==> src/rtl/flght_cmd_pkg.sv <==
// Shared opcodes, response codes and sequencer state for the flight command sequencer.
package flght_cmd_pkg;

  localparam logic [7:0] CMD_SET_PTCH  = 8'h02;
  localparam logic [7:0] CMD_SET_ROLL  = 8'h03;
  localparam logic [7:0] CMD_SET_YAW   = 8'h04;
  localparam logic [7:0] CMD_SET_THRST = 8'h05;
  localparam logic [7:0] CMD_CALIBRATE = 8'h06;
  localparam logic [7:0] CMD_EMER_LAND = 8'h07;
  localparam logic [7:0] CMD_MTRS_OFF  = 8'h08;

  localparam logic [7:0] RESP_ACK = 8'hA5;
  localparam logic [7:0] RESP_NAK = 8'hEE;

  typedef enum logic [1:0] {IDLE, RAMP, CAL} seq_state_e;

  typedef struct packed {
    logic [15:0] ptch;
    logic [15:0] roll;
    logic [15:0] yaw;
    logic [8:0]  thrst;
  } setpt_t;

endpackage

==> src/rtl/flght_cmd_seq_sat_cntr.sv <==
// Saturating up-counter with synchronous clear; full flags the all-ones value.
module sat_cntr #(
  parameter int W = 8
) (
  input  logic         clk,
  input  logic         rst_n,
  input  logic         clr,
  input  logic         en,
  output logic [W-1:0] cnt,
  output logic         full
);

  logic [W-1:0] cnt_q, cnt_d;

  assign full = &cnt_q;
  assign cnt  = cnt_q;

  always_comb begin
    cnt_d = cnt_q;
    if (clr)              cnt_d = '0;
    else if (en && !full) cnt_d = cnt_q + W'(1);
  end

  always_ff @(posedge clk or negedge rst_n) begin
    if (!rst_n) cnt_q <= '0;
    else        cnt_q <= cnt_d;
  end

endmodule

==> src/rtl/flght_cmd_seq.sv <==
// Command sequencer: setpoint registers, spin-up/calibration handshake and
// command-loss landing in front of the flight controller.
module flght_cmd_seq
  import flght_cmd_pkg::*;
#(
  parameter int RAMP_W = 9,
  parameter int TMO_W  = 10
) (
  input  logic        clk,
  input  logic        rst_n,
  input  logic        cmd_rdy,
  input  logic [7:0]  cmd,
  input  logic [15:0] data,
  input  logic        cal_done,
  output logic        clr_cmd_rdy,
  output logic        send_resp,
  output logic [7:0]  resp,
  output logic [15:0] d_ptch,
  output logic [15:0] d_roll,
  output logic [15:0] d_yaw,
  output logic [8:0]  thrst,
  output logic        inertial_cal,
  output logic        strt_cal,
  output logic        motors_off
);

  // One below all-ones: lets registered pulses line up with the counter reaching full.
  localparam logic [RAMP_W-1:0] RAMP_PRE = {{(RAMP_W-1){1'b1}}, 1'b0};
  localparam logic [TMO_W-1:0]  TMO_PRE  = {{(TMO_W-1){1'b1}}, 1'b0};

  seq_state_e  state_q, state_d;
  setpt_t      sp_q, sp_d;
  logic        moff_q, moff_d;
  logic        ical_q, ical_d;
  logic        strt_q, strt_d;
  logic        clr_q, clr_d;
  logic        sresp_q, sresp_d;
  logic [7:0]  resp_q, resp_d;

  logic [RAMP_W-1:0] ramp_cnt;
  logic              ramp_full;
  logic [TMO_W-1:0]  tmo_cnt;
  logic              tmo_full;
  logic              accept, tmo_en, tmo_clr, tmo_fire;

  // The cycle that carries clr_cmd_rdy still sees the old cmd_rdy level.
  assign accept   = (state_q == IDLE) && cmd_rdy && !clr_q;
  assign tmo_en   = (state_q == IDLE) && !cmd_rdy && !tmo_full;
  assign tmo_clr  = accept || (state_q != IDLE);
  assign tmo_fire = tmo_en && (tmo_cnt == TMO_PRE);

  sat_cntr #(.W(RAMP_W)) u_ramp_cntr (
    .clk   (clk),
    .rst_n (rst_n),
    .clr   (state_q != RAMP),
    .en    (state_q == RAMP),
    .cnt   (ramp_cnt),
    .full  (ramp_full)
  );

  sat_cntr #(.W(TMO_W)) u_tmo_cntr (
    .clk   (clk),
    .rst_n (rst_n),
    .clr   (tmo_clr),
    .en    (tmo_en),
    .cnt   (tmo_cnt),
    .full  (tmo_full)
  );

  always_comb begin
    state_d = state_q;
    sp_d    = sp_q;
    moff_d  = moff_q;
    ical_d  = ical_q;
    strt_d  = 1'b0;
    clr_d   = 1'b0;
    sresp_d = 1'b0;
    resp_d  = '0;
    case (state_q)
      IDLE: begin
        if (accept) begin
          clr_d   = 1'b1;
          sresp_d = 1'b1;
          resp_d  = RESP_ACK;
          case (cmd)
            CMD_SET_PTCH:  sp_d.ptch  = data;
            CMD_SET_ROLL:  sp_d.roll  = data;
            CMD_SET_YAW:   sp_d.yaw   = data;
            CMD_SET_THRST: sp_d.thrst = data[8:0];
            CMD_CALIBRATE: begin
              // Acknowledged only once calibration completes.
              sresp_d = 1'b0;
              resp_d  = '0;
              moff_d  = 1'b0;
              ical_d  = 1'b1;
              state_d = RAMP;
            end
            CMD_EMER_LAND: sp_d = '0;
            CMD_MTRS_OFF: begin
              moff_d     = 1'b1;
              sp_d.thrst = '0;
            end
            default: resp_d = RESP_NAK;
          endcase
        end else if (tmo_fire) begin
          sp_d = '0;
        end
      end
      RAMP: begin
        strt_d = (ramp_cnt == RAMP_PRE);
        if (ramp_full) state_d = CAL;
      end
      CAL: begin
        if (cal_done) begin
          ical_d  = 1'b0;
          sresp_d = 1'b1;
          resp_d  = RESP_ACK;
          state_d = IDLE;
        end
      end
      default: state_d = IDLE;
    endcase
  end

  always_ff @(posedge clk or negedge rst_n) begin
    if (!rst_n) begin
      state_q <= IDLE;
      sp_q    <= '0;
      moff_q  <= 1'b1;
      ical_q  <= 1'b0;
      strt_q  <= 1'b0;
      clr_q   <= 1'b0;
      sresp_q <= 1'b0;
      resp_q  <= '0;
    end else begin
      state_q <= state_d;
      sp_q    <= sp_d;
      moff_q  <= moff_d;
      ical_q  <= ical_d;
      strt_q  <= strt_d;
      clr_q   <= clr_d;
      sresp_q <= sresp_d;
      resp_q  <= resp_d;
    end
  end

  assign clr_cmd_rdy  = clr_q;
  assign send_resp    = sresp_q;
  assign resp         = resp_q;
  assign d_ptch       = sp_q.ptch;
  assign d_roll       = sp_q.roll;
  assign d_yaw        = sp_q.yaw;
  assign thrst        = sp_q.thrst;
  assign inertial_cal = ical_q;
  assign strt_cal     = strt_q;
  assign motors_off   = moff_q;

endmodule

==> config.mk <==
export PLATFORM = sky130hd
export DESIGN_NAME = flght_cmd_seq
export DESIGN_NICKNAME = d
export VERILOG_FILES = /design/src/rtl/flght_cmd_pkg.sv /design/src/rtl/flght_cmd_seq_sat_cntr.sv /design/src/rtl/flght_cmd_seq.sv
export SDC_FILE = /design/constraint.sdc
export NUM_CORES = 1
export LEC_CHECK = 0
export BUFFER_PORTS_ARGS = -buffer_cell sky130_fd_sc_hd__buf_2
export CAP_MARGIN = 20
export CORE_UTILIZATION = 45
export DETAILED_ROUTE_END_ITERATION = 16
export PLACE_DENSITY = 0.74
export SLEW_MARGIN = 40
export SYNTH_ARGS = -nofsm -noshare
export SYNTH_HDL_FRONTEND = slang
export SYNTH_HIERARCHICAL = 1
export SYNTH_SLANG_ARGS = --single-unit
==> constraint.sdc <==
create_clock -name clk -period 6.34 [get_ports clk]
set_input_delay 1.268 -clock clk [delete_from_list [all_inputs] [get_ports clk]]
set_output_delay 1.268 -clock clk [all_outputs]
set_load 0.02 [all_outputs]
==> out/qor.txt, run 1 <==
Via/cell ratio - 5.480
Layout cells sized above 1 - 31.40%
Clock sink count - 86
H-Tree Depth - 3
Max-slew violations - 0
Gr busiest metal - met2
Worst hold path depth - 1
CP max FO - 16
Met2 Track Usage GR - 31.57%
Fmax - 351.2 MHz
Post-synth top area share - 55.68%
R2R Path Start - u_tmo_cntr/cnt[0]
Die ar. - 8861 µm²
Pin count of the biggest net entering global routing - 87
Pre-CTS WS - 3.116 ns
Share of synthesized flip-flops with an asynchronous set or reset - 100.0%
Port bufs - 96
IO Pins - 98
Post-synth net total - 364
GR Util met1 - 28.63%
Post-CTS Setup Bufs - 0
Final setup margin - 3.492 ns
GRT Total Usage - 20.87%
RSZ-0062 raised after global routing - false
Worst Hold Class - flip-flop to flip-flop
Worst R2R Path Depth - 8
Clock transition at the registers of the reported paths - 0.09 ns
Drt drc - 0
Die H - 94.14 µm
Number of synthesized flops with an enable pin - 0
# fillers - 720
Hold path startpoint - thrst[4]
Gate Count Post-Synth - 333
CTS Root Cell - clkbuf_8
Total CTS buffers - 9
Mean post-synth cell area - 11.47 µm²
Inserted Diodes - 0
Register-to-register setup slack - 3.78 ns
Run status - finished clean
Max Clock Skew - 0.006641 ns
Startpoint Class - input port
Die width - 94.14 µm
Clock Latency Late Sink - 0.35 ns
Row Count - 33
WP data required - 6.63 ns
Sequential fraction of the synthesis area - 56.37%
Post-synthesis cell type count - 57
Final GP Congestion - 0.8594
Mean routed wirelength per cell - 15.89 µm
Synth-to-layout area growth - 20.21%
Arr. time, crit path - 3.14 ns
WHS Endpoint - thrst[4]
Dominant cell type by area after synthesis - dfrtp_1
Grt total ovfl - 0
Synthesized cell area - 3820 µm²
Fin util - 55.89%
First-pass GRT wire length - 14010 µm
Router iterations before antenna repair - 4
Grt met3 use - 6.149%
CTS tree - done
Hpwl dp - 6015 µm
Final nets - 456
Core area - 8217 µm²
CP endpoint kind - flip-flop
Max Cap Viol - 0
Tightest Pin Transition - 0.7244 ns
Slew headroom - 51.71%
R2R Path End - u_tmo_cntr/cnt[7]
Final antenna-violating net count - 0
Main flop type after synthesis - dfrtp_1
Final setup fails - 0
Clk buf depth - 2
Post-CTS Hold Fix Bufs - 0
Synth warn - 6
Area contributors post-synth - dfrtp_1 (56%), a22o_1 (9.6%), o21ai_0 (3.5%)
Setup Crit Path Kind - input port to flip-flop
Post-CTS Resized - 0
Starting density of the core - 46.49%
Pleak - 2.317 nW
Min Tclk post-route - 2.848 ns
Number of synthesized register bits - 86
Vias in the first global route - 2833
Final hold vios - 0
Initial DRC Count - 130
Routed vias - 2932
Overall routed net length - 8502 µm
Setup TNS - 0 ns
Initial antenna violation count - 0
Period utilization - 44.92%
PwrDens - 261.8 nW/µm²
VDD IR-drop max - 133.7 µV
[flip-flops by register name (all words and copies together), names as in the netlist]
name and count:
clr_cmd_rdy 1, strt_cal 1, resp 3, state_q 2, d_roll 16, motors_off 1
inertial_cal 1, u_ramp_cntr/cnt 9, d_yaw 16, send_resp 1, u_tmo_cntr/cnt 10, d_ptch 16
thrst 9
[synthesized netlist by cell type, types with 5 or more instances]
cell type / instances
nand4_1: 5
or3_1: 6
nand3_1: 6
o21ai_0: 27
inv_1: 23
xnor2_1: 5
a21oi_1: 13
dfrtp_1: 85
buf_4: 8
nand2_1: 32
nor2_1: 10
a22o_1: 42
[how the worst max path moves through the flow]
stage            start           endpoint  cells after the start
6_report        cmd[5]           d_yaw[6]                      5
5_1_grt         cmd[5]           d_yaw[6]                      5
4_1_cts         cmd[5]           d_yaw[6]                      5
3_5_place_dp    cmd[5]           d_yaw[6]                      5
3_3_place_gp    cmd[5]          d_ptch[0]                      5
2_1_floorplan  cmd_rdy  u_tmo_cntr/cnt[7]                      5
[cells by family after synthesis]
| family | Yosys count | synth area share (%) |
|---|---|---|
| mux | 1 | 0.2620 |
| fa+ha+maj | 3 | 0.9827 |
| buf+inv | 40 | 5.208 |
| compound gates | 97 | 18.64 |
| simple gates | 97 | 16.61 |
| flops | 86 | 56.37 |
| other cells | 1 | 0.09817 |
| xor+xnor | 8 | 1.834 |
[critical path, stage by stage]
cell and delay [ns]:
buf_2 0.11, nor4_2 0.56, nand3_1 0.33, nor3_4 0.63, a22o_1 0.24
[per-stage QoR]
| stage | cell area [µm²] | cells | total power, mW | hold WS (ns) |
|---|---|---|---|---|
| after global placement | 4327 | 518 | 0.7446 | 0.4830 |
| final | 4592 | 535 | 1.202 | 0.5032 |
| after CTS | 4589 | 535 | 1.213 | 0.5097 |
| after detailed placement | 4344 | 519 | 0.7495 | 0.4853 |
| after global routing | 4592 | 535 | 1.250 | 0.5231 |
| after floorplan | 3820 | 333 | 0.6892 | 0.5235 |
[routing by layer]
| metal | part of all wire (%) | routed length (µm) |
|---|---|---|
| met5 | 0 | 0 |
| met4 | 1.0 | 86 |
| met3 | 6.5 | 550 |
| met2 | 45 | 3868 |
| met1 | 47 | 3997 |
[final cells by class]
type	count	area, µm²	share of cell area [%]
flip-flops and latches	86	2153	46.89
multi-input cells	207	1474	32.10
repair buffers	97	496.7	10.82
well taps	105	131.4	2.861
clock buffers	9	123.9	2.698
clock inverters	7	121.4	2.643
inverters	24	91.34	1.989
[report_power, final]
| part | leakage, nW | switching, mW | internal (mW) | total [mW] |
|---|---|---|---|---|
| logic | 1.05 | 0.0914 | 0.0483 | 0.140 |
| clock network | 0.124 | 0.200 | 0.264 | 0.464 |
| registers | 1.15 | 0.0222 | 0.576 | 0.598 |
| total | 2.32 | 0.314 | 0.888 | 1.20 |
[cell usage in the layout, fill, tap and decap left out, types with 3 or more instances in the layout]
master / n
a21oi_1: 13
a22o_1: 42
buf_2: 95
bufinv_16: 3
clkbuf_8: 10
dfrtp_1: 85
ha_1: 3
inv_1: 23
nand2_1: 32
nand2b_1: 4
nand3_1: 6
nand3b_1: 4
nand4_1: 5
nor2_1: 10
nor3_1: 4
o21ai_0: 26
o31ai_1: 4
or3_1: 6
or4_1: 4
xnor2_1: 5
xor2_1: 3
Power figures use the tool's default switching activity.
==> inputs of run 2 (changes only) <==
ABC_AREA = 1   (was unset)
PLACE_DENSITY = 0.75   (was 0.74)
clock period = 2.5 ns   (was 6.34 ns; I/O delays follow)
==> run 2 against run 1 <==
  * Die area rose by 12%
  * Clock-buffer cell count did not move
  * Hold slack got worse by 0.42 ns
  * First-iteration DRC count rose by 75%
  * Largest power group unchanged
  * Highest routed layer unchanged
==> out/qor.txt, run 2 <==
Run status - finished clean (unchanged)
Most frequent cells in the layout - nand2_1 (171), buf_2 (95), dfrtp_1 (85), nand4_1 (62), nor2_1 (31) (was buf_2 (95), dfrtp_1 (85), a22o_1 (42), nand2_1 (32), o21ai_0 (26))
Clock transition at the registers of the reported paths - 0.11 ns (was 0.09 ns)
WP data required - 2.80 ns (was 6.63 ns)
Final hold vios - 0 (unchanged)
Main flop type after synthesis - dfrtp_1 (unchanged)
Post-DP Area - 4808 µm² (was 4344 µm²)
Max Clock Skew - 0.01978 ns (was 0.006641 ns)
Mean routed wirelength per cell - 14.23 µm (was 15.89 µm)
CTS tree - done (unchanged)
Max-slew violations - 0 (unchanged)
Starting density of the core - 46.39% (was 46.49%)
Pin count of the biggest net entering global routing - 52 (was 87)
Total CTS buffers - 9 (unchanged)
Core area - 9240 µm² (was 8217 µm²)
Clock Latency Late Sink - 0.37 ns (was 0.35 ns)
Post-synth top area share - 49.62% (was 55.68%)
Post-synthesis cell type count - 33 (was 57)
Pleak - 2.726 nW (was 2.317 nW)
Final nets - 627 (was 456)
Row Count - 35 (was 33)
Arr. time, crit path - 2.24 ns (was 3.14 ns)
CTS Root Cell - clkbuf_8 (unchanged)
Number of synthesized flops with an enable pin - 0 (unchanged)
Startpoint Class - flip-flop (was input port)
Via/cell ratio - 5.174 (was 5.480)
Inserted Diodes - 0 (unchanged)
Synth cell count leaders - nand2_1 (171), dfrtp_1 (85), nand4_1 (62) (was dfrtp_1 (85), a22o_1 (42), nand2_1 (32))
PwrDens - 526.5 nW/µm² (was 261.8 nW/µm²)
Tightest Pin Transition - 0.5236 ns (was 0.7244 ns)
Period utilization - 77.43%
Synth-to-layout area growth - 16.52% (was 20.21%)
Die ar. - 9920 µm² (was 8861 µm²)
VDD IR-drop max - 254.9 µV (was 133.7 µV)
Min Tclk post-route - 1.936 ns
Post-CTS Setup Bufs - 0 (unchanged)
Clock sink count - 86 (unchanged)
Synth warn - 6 (unchanged)
Setup Crit Path Kind - flip-flop to flip-flop (was input port to flip-flop)
Most common cell after layout, fill and taps aside - nand2_1 (was buf_2)
Mean post-synth cell area - 8.422 µm² (was 11.47 µm²)
Slew headroom - 64.72% (was 51.71%)
Final antenna-violating net count - 0 (unchanged)
Fmax - 516.6 MHz
Area contributors post-synth - dfrtp_1 (50%), nand2_1 (15%), nand4_1 (9.0%) (was dfrtp_1 (56%), a22o_1 (9.6%), o21ai_0 (3.5%))
CP endpoint kind - flip-flop (unchanged)
Final GP Congestion - 0.8505 (was 0.8594)
Post-CTS Resized - 0 (unchanged)
RSZ-0062 raised after global routing - false (unchanged)
Grt total ovfl - 0 (unchanged)
CP max FO - 16 (unchanged)
Initial DRC Count - 228 (was 130)
Gate Count Post-Synth - 509 (was 333)
Overall routed net length - 10390 µm (was 8502 µm)
Worst Hold Class - input port to asynchronous set/reset pin (was flip-flop to flip-flop)
Total Power - 2.630 mW (was 1.202 mW)
H-Tree Depth - 3 (unchanged)
Vias in the first global route - 3565 (was 2833)
Drt drc - 0 (unchanged)
Max Cap Viol - 0 (unchanged)
Port bufs - 96 (unchanged)
Routed vias - 3777 (was 2932)
Hpwl dp - 7436 µm (was 6015 µm)
Register-to-register setup slack - 0.56 ns (was 3.78 ns)
GRT Total Usage - 22.31% (was 20.87%)
Setup TNS - 0 ns (unchanged)
Die H - 99.60 µm (was 94.14 µm)
Router iterations before antenna repair - 5 (was 4)
Sequential fraction of the synthesis area - 50.23% (was 56.37%)
Post-CTS Hold Fix Bufs - 0 (unchanged)
Clk buf depth - 2 (unchanged)
First-pass GRT wire length - 17380 µm (was 14010 µm)
Post-synth net total - 540 (was 364)
Final setup fails - 0 (unchanged)
Hold slack - 0.08458 ns (was 0.5032 ns)
IO Pins - 98 (unchanged)
Synthesized cell area - 4287 µm² (was 3820 µm²)
Cell area after layout - 4995 µm² (was 4592 µm²)
Layout cells sized above 1 - 26.79% (was 31.40%)
Initial antenna violation count - 0 (unchanged)
Die width - 99.60 µm (was 94.14 µm)
Share of synthesized flip-flops with an asynchronous set or reset - 100.0% (unchanged)
Dominant cell type by area after synthesis - dfrtp_1 (unchanged)
Count leader, synth - nand2_1 (was dfrtp_1)
Number of synthesized register bits - 86 (unchanged)
-- run 2: layout make-up --
class	count	area (µm²)
fill	863	4245
timing repair buffer	100	525.5
tap	129	161.4
clock buffer	9	123.9
inverter	35	136.4
multi-input combinational	364	1832
clock inverter	7	62.56
sequential	86	2153
-- run 2: layer usage --
metal / vias to the layer above / track usage [%] / routed length (µm)
li1: 1856 / - / -
met1: 1764 / 32.19 / 4810
met2: 137 / 33.28 / 4666
met5: - / 0 / 0
met3: 20 / 4.498 / 708
met4: 0 / 8.371 / 206
-- run 2: worst max-delay path: stages, from the launching register on --
cell	delay [ns]
dfrtp_1	0.42
ha_1	0.21
nand2_2	0.09
nor2_4	0.14
nand3_1	0.12
nor2_1	0.12
nor2_1	0.05
nand2_1	0.08
nor2_1	0.05
nand2_1	0.09
nand2_4	0.10
o21ai_4	0.22
nand2_1	0.12
nand2_1	0.09
-- run 2: cell families after synthesis --
logic type      count (synthesis)  synth area share [%]
flops                          86                 50.23
other cells                     1               0.08748
buf+inv                        59                 7.034
compound gates                 24                 3.736
xor+xnor                        1                0.2044
fa+ha+maj                       3                0.8758
simple gates                  335                 37.83
-- run 2: worst paths after layout --
check / startpoint / to / cells past startpoint
min in group clk: cal_done / state_q[1] / 2
max in group asynchronous: rst_n / motors_off / 2
hold reg to reg: thrst[8] / thrst[8] / 2
setup / recovery: u_tmo_cntr/cnt[0] / d_roll[9] / 13
setup reg to reg: u_tmo_cntr/cnt[0] / d_roll[9] / 13
hold / removal: rst_n / d_yaw[9] / 1
-- run 2: power by group --
| group | internal (mW) | switching (mW) | leakage [nW] |
|---|---|---|---|
| Clock | 0.382 | 0.556 | 0.0863 |
| Combinational | 0.0684 | 0.192 | 1.45 |
| Sequential | 1.41 | 0.0204 | 1.19 |
| Total | 1.86 | 0.769 | 2.73 |
-- run 2: per-stage QoR --
stage	util, %	setup WS, ns	cells
2_1_floorplan	-	0.7468	509
3_3_place_gp	52.04	0.6048	714
3_5_place_dp	52.04	0.5659	714
4_1_cts	54.06	0.5603	730
5_1_grt	54.06	0.3200	730
6_report	54.06	0.5644	730
